==> src/rtl/idli_pkg.sv <==
// Shared types and helpers for the idli SQI instruction-fetch path.
// Holds the fetch FSM encoding, the SQI opcode/phase lengths and the address nibble mux.
package idli_pkg;

    typedef logic [1:0]  ctr_t;
    typedef logic [15:0] data_t;

    typedef enum logic [2:0] {
        IDLE,
        CMD,
        ADDR,
        DUMMY,
        DATA,
        GAP
    } fetch_state_t;

    localparam logic [7:0] SQI_CMD_READ      = 8'h03;
    localparam int         SQI_ADDR_NIBBLES  = 6;
    localparam int         SQI_DUMMY_NIBBLES = 2;

    // The memory is byte addressed, so the word pc is shifted left once and
    // zero-extended to 24 bits before being sent MSB nibble first.
    function automatic logic [3:0] sqi_addr_nibble(input data_t pc, input logic [2:0] idx);
        logic [23:0] addr;
        addr = {7'b0, pc, 1'b0};
        case (idx)
            3'd0:    return addr[23:20];
            3'd1:    return addr[19:16];
            3'd2:    return addr[15:12];
            3'd3:    return addr[11:8];
            3'd4:    return addr[7:4];
            3'd5:    return addr[3:0];
            default: return 4'h0;
        endcase
    endfunction

endpackage

==> src/rtl/idli_sqi_fetch_m.sv <==
// SQI fetch sequencer: read command, address, dummy, then one nibble per GCK, first word 14 cycles after IDLE.
// No backpressure: the stream never stalls; redirects and fetch-disable act only at word boundaries or outside DATA.
module idli_sqi_fetch_m
    import idli_pkg::*;
#(
    parameter logic [7:0] CMD_READ      = SQI_CMD_READ,
    parameter int         DUMMY_NIBBLES = SQI_DUMMY_NIBBLES
) (
    input  logic        i_sqi_gck,
    input  logic        i_sqi_rst_n,
    input  logic        i_sqi_en,
    input  logic        i_sqi_redirect,
    input  logic [15:0] i_sqi_redirect_addr,
    input  logic [3:0]  i_sqi_sio,
    output logic [3:0]  o_sqi_sio,
    output logic        o_sqi_sio_oe,
    output logic        o_sqi_cs_n,
    output logic [1:0]  o_sqi_ctr,
    output logic        o_sqi_enc_vld,
    output logic [15:0] o_sqi_pc
);

    localparam logic [2:0] LP_ADDR_LAST  = 3'(SQI_ADDR_NIBBLES - 1);
    localparam logic [2:0] LP_DUMMY_LAST = 3'(DUMMY_NIBBLES - 1);

    fetch_state_t r_state;
    logic [2:0]   r_nib;
    data_t        r_pc;
    data_t        r_redir_addr;
    logic         r_redir_pend;
    ctr_t         r_ctr;
    logic         r_cs_n;
    logic         r_oe;
    logic [3:0]   r_sio;

    logic  w_redir;
    data_t w_redir_addr;
    logic  w_boundary;
    logic  w_to_gap;
    logic  w_unused_sio;

    // A pulse arriving this cycle counts as pending and supersedes any older target.
    assign w_redir      = i_sqi_redirect | r_redir_pend;
    assign w_redir_addr = i_sqi_redirect ? i_sqi_redirect_addr : r_redir_addr;
    assign w_boundary   = (r_state == DATA) && (r_ctr == 2'd3);
    assign w_to_gap     = w_redir && ((r_state == CMD) || (r_state == ADDR) ||
                                      (r_state == DUMMY) || w_boundary);

    // Data nibbles are captured by decode straight from the pad.
    assign w_unused_sio = ^i_sqi_sio;

    always_ff @(posedge i_sqi_gck) begin
        if (!i_sqi_rst_n) begin
            r_state      <= IDLE;
            r_nib        <= 3'd0;
            r_pc         <= 16'h0000;
            r_redir_addr <= 16'h0000;
            r_redir_pend <= 1'b0;
            r_ctr        <= 2'd0;
            r_cs_n       <= 1'b1;
            r_oe         <= 1'b0;
            r_sio        <= 4'h0;
        end else begin
            r_redir_pend <= w_redir;
            if (i_sqi_redirect) begin
                r_redir_addr <= i_sqi_redirect_addr;
            end

            if (w_to_gap) begin
                r_state      <= GAP;
                r_nib        <= 3'd0;
                r_pc         <= w_redir_addr;
                r_redir_pend <= 1'b0;
                r_ctr        <= 2'd0;
                r_cs_n       <= 1'b1;
                r_oe         <= 1'b0;
                r_sio        <= 4'h0;
            end else begin
                case (r_state)
                    IDLE, GAP: begin
                        if (w_redir) begin
                            r_pc         <= w_redir_addr;
                            r_redir_pend <= 1'b0;
                        end
                        r_nib <= 3'd0;
                        r_ctr <= 2'd0;
                        if (i_sqi_en) begin
                            r_state <= CMD;
                            r_cs_n  <= 1'b0;
                            r_oe    <= 1'b1;
                            r_sio   <= CMD_READ[7:4];
                        end else begin
                            r_state <= IDLE;
                            r_cs_n  <= 1'b1;
                            r_oe    <= 1'b0;
                            r_sio   <= 4'h0;
                        end
                    end
                    CMD: begin
                        if (r_nib == 3'd0) begin
                            r_nib <= 3'd1;
                            r_sio <= CMD_READ[3:0];
                        end else begin
                            r_state <= ADDR;
                            r_nib   <= 3'd0;
                            r_sio   <= sqi_addr_nibble(r_pc, 3'd0);
                        end
                    end
                    ADDR: begin
                        if (r_nib == LP_ADDR_LAST) begin
                            r_state <= DUMMY;
                            r_nib   <= 3'd0;
                            r_oe    <= 1'b0;
                            r_sio   <= 4'h0;
                            r_ctr   <= (LP_DUMMY_LAST == 3'd0) ? 2'd3 : 2'd0;
                        end else begin
                            r_nib <= r_nib + 3'd1;
                            r_sio <= sqi_addr_nibble(r_pc, r_nib + 3'd1);
                        end
                    end
                    DUMMY: begin
                        // ctr reads 3 in the last dummy cycle so decode sees a wrap into the first nibble.
                        if (r_nib == LP_DUMMY_LAST) begin
                            r_state <= DATA;
                            r_ctr   <= 2'd0;
                        end else begin
                            r_nib <= r_nib + 3'd1;
                            r_ctr <= (r_nib + 3'd1 == LP_DUMMY_LAST) ? 2'd3 : 2'd0;
                        end
                    end
                    DATA: begin
                        r_ctr <= r_ctr + 2'd1;
                        if (r_ctr == 2'd3) begin
                            r_pc <= r_pc + 16'd1;
                            if (!i_sqi_en) begin
                                r_state <= IDLE;
                                r_cs_n  <= 1'b1;
                            end
                        end
                    end
                    default: begin
                        r_state <= IDLE;
                        r_nib   <= 3'd0;
                        r_ctr   <= 2'd0;
                        r_cs_n  <= 1'b1;
                        r_oe    <= 1'b0;
                        r_sio   <= 4'h0;
                    end
                endcase
            end
        end
    end

    assign o_sqi_sio     = r_sio;
    assign o_sqi_sio_oe  = r_oe;
    assign o_sqi_cs_n    = r_cs_n;
    assign o_sqi_ctr     = r_ctr;
    assign o_sqi_pc      = r_pc;
    assign o_sqi_enc_vld = w_boundary && !w_redir;

endmodule

==> config.mk <==
export PLATFORM = sky130hd
export DESIGN_NAME = idli_sqi_fetch_m
export DESIGN_NICKNAME = d
export VERILOG_FILES = /design/src/rtl/idli_pkg.sv /design/src/rtl/idli_sqi_fetch_m.sv
export SDC_FILE = /design/constraint.sdc
export NUM_CORES = 1
export LEC_CHECK = 0
export BUFFER_PORTS_ARGS = -buffer_cell sky130_fd_sc_hd__buf_2
export CORE_ASPECT_RATIO = 1.75
export CORE_UTILIZATION = 55
export DETAILED_ROUTE_END_ITERATION = 10
export PLACE_DENSITY = 0.78
export SYNTH_ARGS = -nofsm -noshare
export SYNTH_HDL_FRONTEND = slang
export SYNTH_SLANG_ARGS = --single-unit
==> constraint.sdc <==
create_clock -name i_sqi_gck -period 2.7 [get_ports i_sqi_gck]
set_clock_uncertainty 0.15 [all_clocks]
set_input_delay 0.135 -clock i_sqi_gck [delete_from_list [all_inputs] [get_ports i_sqi_gck]]
set_output_delay 0.135 -clock i_sqi_gck [all_outputs]
set_load 0.005 [all_outputs]
==> results of run 1 <==
how the worst min path moves through the flow:
stage | endpoint | startpoint
floorplan | r_redir_addr[7]$_SDFF_PN0_ | i_sqi_redirect_addr[7]
global placement | r_redir_addr[3]$_SDFF_PN0_ | i_sqi_redirect_addr[3]
detailed placement | r_redir_addr[4]$_SDFF_PN0_ | i_sqi_redirect_addr[4]
CTS | r_redir_addr[12]$_SDFF_PN0_ | i_sqi_redirect_addr[12]
global route | r_redir_addr[12]$_SDFF_PN0_ | i_sqi_redirect_addr[12]
finish | r_redir_addr[12]$_SDFF_PN0_ | i_sqi_redirect_addr[12]
worst max-delay path, cell delays in order, from the launching register on:
cell and delay (ns):
dfxtp_1 0.45, or3b_1 0.57, a21o_1 0.40, nor2_1 0.22, buf_2 0.14
registers in the layout, summed over array words and instances, names as in the netlist:
name	count
o_sqi_pc	16
r_redir_addr	16
o_sqi_sio	4
r_nib	3
r_state	3
o_sqi_ctr	2
o_sqi_cs_n	1
o_sqi_sio_oe	1
r_redir_pend	1
final cells by class:
class                           count  area, um^2
Fill cell                         383        1393
Clock buffer                        6       72.57
Tap cell                           51       63.81
Sequential cell                    47       940.9
Clock inverter                      2       60.06
Multi-Input combinational cell    236        1535
Inverter                            5       18.77
Timing Repair Buffer               64       400.4
layer usage:
layer / global-route usage, % / vias up / routed length (um)
li1: - / 1250 / -
met1: 28.14 / 1223 / 2466
met2: 50.51 / 72 / 3523
met3: 3.612 / 12 / 228
met4: 10.09 / 0 / 123
met5: 0 / - / 0
cell families after synthesis:
logic type,count (synthesis),synth area share (%)
AND/OR/NAND/NOR,112,20.90
AO/OA/AOI/OAI,95,26.00
flip-flops,47,36.21
buffers and inverters,24,5.103
multiplexers,19,7.414
adder cells (fa/ha/maj),7,3.370
XOR/XNOR,3,1.011
what timing repair did:
action,CTS,global route
endpoints found under the setup margin,0,1
resized for setup,0,1
hold endpoints to repair,12,0
hold buffers,12,0
per-stage QoR:
step	instances	utilization [%]	hold WS (ns)	power, uW	setup WS (ns)
5_1_grt	411	68.95	0.02650	2536	0.2456
3_3_place_gp	391	63.09	0.2492	1753	0.3240
3_5_place_dp	391	63.09	0.2540	1769	0.3003
6_report	411	68.95	-0.005852	2394	0.3499
4_1_cts	411	68.72	0.001694	2387	0.2773
2_1_floorplan	307	-	0.1511	1545	0.7876
power breakdown:
group	switching (uW)	internal, uW
sequential	155	812
clock	241	370
combinational	459	358
Yosys cell counts (all sizes together), types with 3 or more instances:
cell type  count
a21oi         20
nand4          4
nand2b         4
nand2         23
a31oi          5
a21o           3
dfxtp         47
buf           11
inv            4
a211oi         3
o21bai         4
o21ai         20
a221oi         4
nand3          5
clkbuf         8
o211ai         3
ha             7
a41oi          3
nor2          49
a22oi          7
mux2i         17
a32o           4
nor3          10
==> summary.txt, run 1 <==
Run status
  • Status: finished, violations left
  • Failing checks: negative hold slack

Yosys
  • Top_reg_cell synth: dfxtp_1
  • Post-synthesis async set-or-reset flop share: 0%
  • Synthesis Warnings: 0
  • Post-synth top area share: 36.21%
  • Synthesized Nets: approximately 340
  • Top post-synthesis cells by area: dfxtp_1 (36%), nor2_1 (7.1%), mux2i_1 (6.5%)
  • Synth Area per Inst: roughly 8.5 um^2
  • Cell taking the most area after synthesis: dfxtp_1
  • Post-synthesis cell area: ~0.0026 mm^2
  • Post-synth EDFFs: 0
  • Syn Inst Count: approximately 310
  • Synth cell types: 62
  • Sequential area share after synthesis: 36.21%
  • Synth Register Bits: 47

Layout
  • Commonest non-fill, non-tap cell in the layout: nor2_1
  • Most frequent cells in the layout: nor2_1 (49), dfxtp_1 (47), buf_2 (44), nand2_1 (23), a21oi_1 (19)
  • Layout overhead on the synthesized area: 18.97%
  • Share of layout cells above drive strength 1: about a fifth
  • Diode count: 0
  • Final nets: between 300 and 400
  • Design area: 0.003092 mm^2

Clocking
  • Reg clk slew, reported paths: about 0.09 ns
  • CTS max path bufs: 2
  • Post-CTS Setup Bufs: 0
  • Latest clock arrival within the worst-skew pair: ~0.30 ns
  • Num CTS Buffers: 5
  • CTS Root Cell: clkbuf_8
  • CTS tree: built
  • Clk sinks: 47
  • H-tree levels: 2

STA
  • Final setup vio count: 0
  • Setup TNS: 0 ns
  • Worst-Margin Slew: ~0.67 ns
  • Slew headroom: a little under three fifths
  • Period utilization: between 80% and 90%
  • Max Fclk: about 430 MHz
  • Final Critical Period: roughly 2.4 ns
  • RSZ-0062 raised after global routing: no
  • Hold Slack: -0.005852 ns
  • Final max-slew violation count: 0
  • Hold Vio Cnt, Final: 1

Worst hold path
  • Worst Hold Depth: 3
  • HP Class: in2reg

Floorplanning
  • I/O pin count: between 40 and 50
  • FP Rows: 32
  • Initial Utilization: between 50% and 60%
  • Die height: approximately 93 um
  • Full die area: approximately 0.0050 mm^2
  • Core area: 0.004484 mm^2
  • DIE WIDTH: around 54 um

Route
  • Total Wirelength: 6341 um
  • Routed via count: about 2600
  • Final ANT Viol Nets: 0
  • 1st-iter DRT viols: between 60 and 70
  • DRC Markers: 0
  • First-pass iteration count of the detailed router: 4
  • Routed wire per std cell: 15.43 um
  • Via density: 6.221

GRT
  • Gr ovfl total: 0
  • GRT Util Overall: 26.97%
  • Initial antenna violation count: 0
  • First-pass GRT wire length: 10170 um
  • Number of global-route vias before repair: approximately 2300
  • Largest net degree at the start of global routing: 27

Critical path
  • CP arrival: just over 2 ns
  • Maximum fanout along the worst path: 17
  • Worst Path Required: between 2 and 2.5 ns
  • Critical R2R Launch: r_state[0]$_SDFFE_PN0P_
  • Critical Path End Type: output pin
  • Reg-to-reg endpoint: o_sqi_pc[2]$_SDFFE_PN0P_
  • CP Launch Type: flip-flop
  • Critical Path Start: r_state[0]$_SDFFE_PN0P_
  • Worst setup path end: o_sqi_enc_vld
  • FF-to-FF path depth: 6
  • R2R Setup Slk: approximately 0.43 ns
  • Setup CP Type: reg2out

Placed design
  • GP Congestion: between 0.8 and 0.9
  • DP Area: ~0.0028 mm^2
  • # port buffers: 44
  • Post-DP HPWL: approximately 4600 um

Run
  • Max cap viols: 0

Power
  • Power Density: a little under 800 mW/mm^2
  • Worst ir drop on vdd: between 500 and 600 uV
  • Leakage: ~0.0013 uW
No activity file was read; power rests on OpenSTA's default activity.
==> run 2: changes to the inputs <==
- RECOVER_POWER: not set -> 50
==> run 2 against run 1 <==
The flow still finishes with violations (negative hold slack). Register-to-register slack worse by 0.02 ns. Critical path depth stayed put. Combinational power is 1% lower. Critical path type unchanged. Critical endpoint unchanged.
==> summary.txt, run 2 (synthesis gave the netlist of run 1 again) <==
STA
  • RSZ-0062 raised after global routing: no (unchanged)
  • Slew headroom: 24.98% (was 55.06%)
  • Final setup vio count: 0 (unchanged)
  • Max Fclk: 424.8 MHz (was 425.5 MHz)
  • Final max-slew violation count: 0 (unchanged)
  • Final Critical Period: 2.354 ns (was 2.350 ns)
  • Hold Vio Cnt, Final: 1 (unchanged)
  • Period utilization: 87.19% (was 87.04%)
  • Hold Slack: -0.004968 ns (was -0.005852 ns)
  • Worst-Margin Slew: 1.125 ns (was 0.6725 ns)
  • Setup TNS: 0 ns (unchanged)

Critical path
  • CP max-delay cell: or3b_1 (unchanged)
  • CP arrival: 2.07 ns (about the same)
  • Worst Path Required: 2.41 ns (about the same)
  • CP max stage delay: 0.57 ns (about the same)
  • CP delay by family, top: simple AND/OR/NAND/NOR gates (unchanged)
  • CP bufs+invs: 1 (unchanged)
  • CP Launch Type: flip-flop (unchanged)
  • Critical Path End Type: output pin (unchanged)
  • Setup CP Type: reg2out (unchanged)
  • Cells along the critical path: or3b_1, a21o_1, nor2_1, buf_2 (unchanged)
  • Maximum fanout along the worst path: 17 (unchanged)

Floorplanning
  • Core area: 0.004484 mm^2 (unchanged)
  • FP Rows: 32 (unchanged)
  • Full die area: 0.005015 mm^2 (unchanged)
  • DIE WIDTH: 53.96 um (unchanged)
  • I/O pin count: 49 (unchanged)
  • Initial Utilization: 57.95% (unchanged)
  • Die height: 92.93 um (unchanged)

Route
  • Final ANT Viol Nets: 0 (unchanged)
  • DRC Markers: 0 (unchanged)
  • Via density: 6.207 (was 6.221)
  • Routed via count: 2551 (was 2557)
  • Routed wire per std cell: 15.45 um (was 15.43 um)
  • Total Wirelength: 6349 um (was 6341 um)
  • 1st-iter DRT viols: 86 (was 65)
  • First-pass iteration count of the detailed router: 4 (unchanged)

Clocking
  • CTS max path bufs: 2 (unchanged)
  • CTS Root Cell: clkbuf_8 (unchanged)
  • Num CTS Buffers: 5 (unchanged)
  • Latest clock arrival within the worst-skew pair: 0.30 ns (about the same)
  • CTS tree: built (unchanged)
  • H-tree levels: 2 (unchanged)
  • Reg clk slew, reported paths: 0.09 ns (about the same)
  • Clk sinks: 47 (unchanged)

Placed design
  • # port buffers: 44 (unchanged)
  • Post-DP HPWL: 4593 um (unchanged)
  • GP Congestion: 0.8589 (unchanged)
  • DP Area: 0.002829 mm^2 (unchanged)

Layout
  • Design area: 0.003067 mm^2 (was 0.003092 mm^2)
  • Diode count: 0 (unchanged)
  • Most frequent cells in the layout: nor2_1 (49), dfxtp_1 (47), buf_2 (33), nand2_1 (23), a21oi_1 (19) (was nor2_1 (49), dfxtp_1 (47), buf_2 (44), nand2_1 (23), a21oi_1 (19))
  • Layout overhead on the synthesized area: 18.01% (was 18.97%)
  • Commonest non-fill, non-tap cell in the layout: nor2_1 (unchanged)
  • Final nets: 390 (unchanged)
  • Share of layout cells above drive strength 1: 16.11% (was 20.00%)

Power
  • Clk pwr share: 25.6% (was 25.5%)
  • Combinational Power Share: 33.8% (was 34.1%)
  • Final Total Pwr: 2383 uW (was 2394 uW)
  • Internal: 1526 uW (was 1540 uW)
  • Power Density: 776.9 mW/mm^2 (was 774.4 mW/mm^2)
  • Worst ir drop on vdd: 537.4 uV (was 538.6 uV)
  • Sw Ratio: 35.95% (was 35.70%)
  • Leakage: 0.001269 uW (was 0.001322 uW)
  • Sw power: 856.5 uW (was 854.7 uW)
  • Sequential power share: 40.6% (was 40.4%)

GRT
  • First-pass GRT wire length: 10170 um (unchanged)
  • Number of global-route vias before repair: 2334 (unchanged)
  • GRT Util Overall: 26.97% (unchanged)
  • Gr ovfl total: 0 (unchanged)
  • Largest net degree at the start of global routing: 27 (unchanged)
  • Initial antenna violation count: 0 (unchanged)

Run status
  • Failing checks: negative hold slack (unchanged)
  • Status: finished, violations left (unchanged)

Worst hold path
  • HP Class: in2reg (unchanged)

Run
  • Max cap viols: 0 (unchanged)
## run 2: changes by cell type in the layout (fill, tap and decap cells not counted), sizes merged
cell    delta
clkbuf    +13
buf       -13
## run 2: worst reg2reg max path: cells and delay by family, from the launching register on
family / cells / cell delay [ns]
compound gates: 3 / 0.61
buf+inv: 1 / 0.26
flops: 1 / 0.45
simple gates: 2 / 0.74
## run 2: power groups by stage
stage	Combinational, uW	Clock [uW]	Sequential, uW
floorplan	602	0	943
global placement	777	0	976
detailed placement	790	0	978
CTS	808	616	963
global route	897	642	983
finish	804	610	968
## run 2: layout make-up
class | instances | area (um^2)
Clock inverter | 2 | 60.06
Fill cell | 388 | 1418
Sequential cell | 47 | 940.9
Tap cell | 51 | 63.81
Inverter | 5 | 18.77
Multi-Input combinational cell | 236 | 1535
Timing Repair Buffer | 64 | 375.4
Clock buffer | 6 | 72.57
## run 2: worst paths after layout
path / end / from / cells after the start / slack [ns]
min reg2reg: o_sqi_sio[0]$_SDFFE_PP0N_ / o_sqi_sio[0]$_SDFFE_PP0N_ / 2 / 0.33
min: r_redir_addr[12]$_SDFF_PN0_ / i_sqi_redirect_addr[12] / 3 / -0.005
max: o_sqi_enc_vld / r_state[0]$_SDFFE_PN0P_ / 4 / 0.35
max reg2reg: o_sqi_pc[2]$_SDFFE_PN0P_ / r_state[0]$_SDFFE_PN0P_ / 6 / 0.41
## run 2: per-stage QoR
step,instances,setup slack [ns],hold slack (ns),util [%]
after global placement,391,0.3240,0.2492,63.09
after detailed placement,391,0.3003,0.2540,63.09
final,411,0.3458,-0.004968,68.39
after floorplan,307,0.7876,0.1511,-
after CTS,411,0.2773,0.001694,68.72
after global routing,411,0.2456,0.02650,68.39
## run 2: repair_timing
| action | in CTS | in global routing |
|---|---|---|
| gates resized for setup | 0 | 1 |
| endpoints found under the setup margin | 0 | 1 |
| hold endpoints to repair | 12 | 0 |
| hold buffers | 12 | 0 |
| setup buffers | 0 | 0 |
## run 2: per-layer routing
layer | track usage [%] | vias to the layer above | routed length [um]
met5 | 0 | - | 0
met2 | 50.51 | 70 | 3561
li1 | - | 1250 | -
met4 | 10.09 | 0 | 86
met3 | 3.612 | 11 | 248
met1 | 28.14 | 1220 | 2453
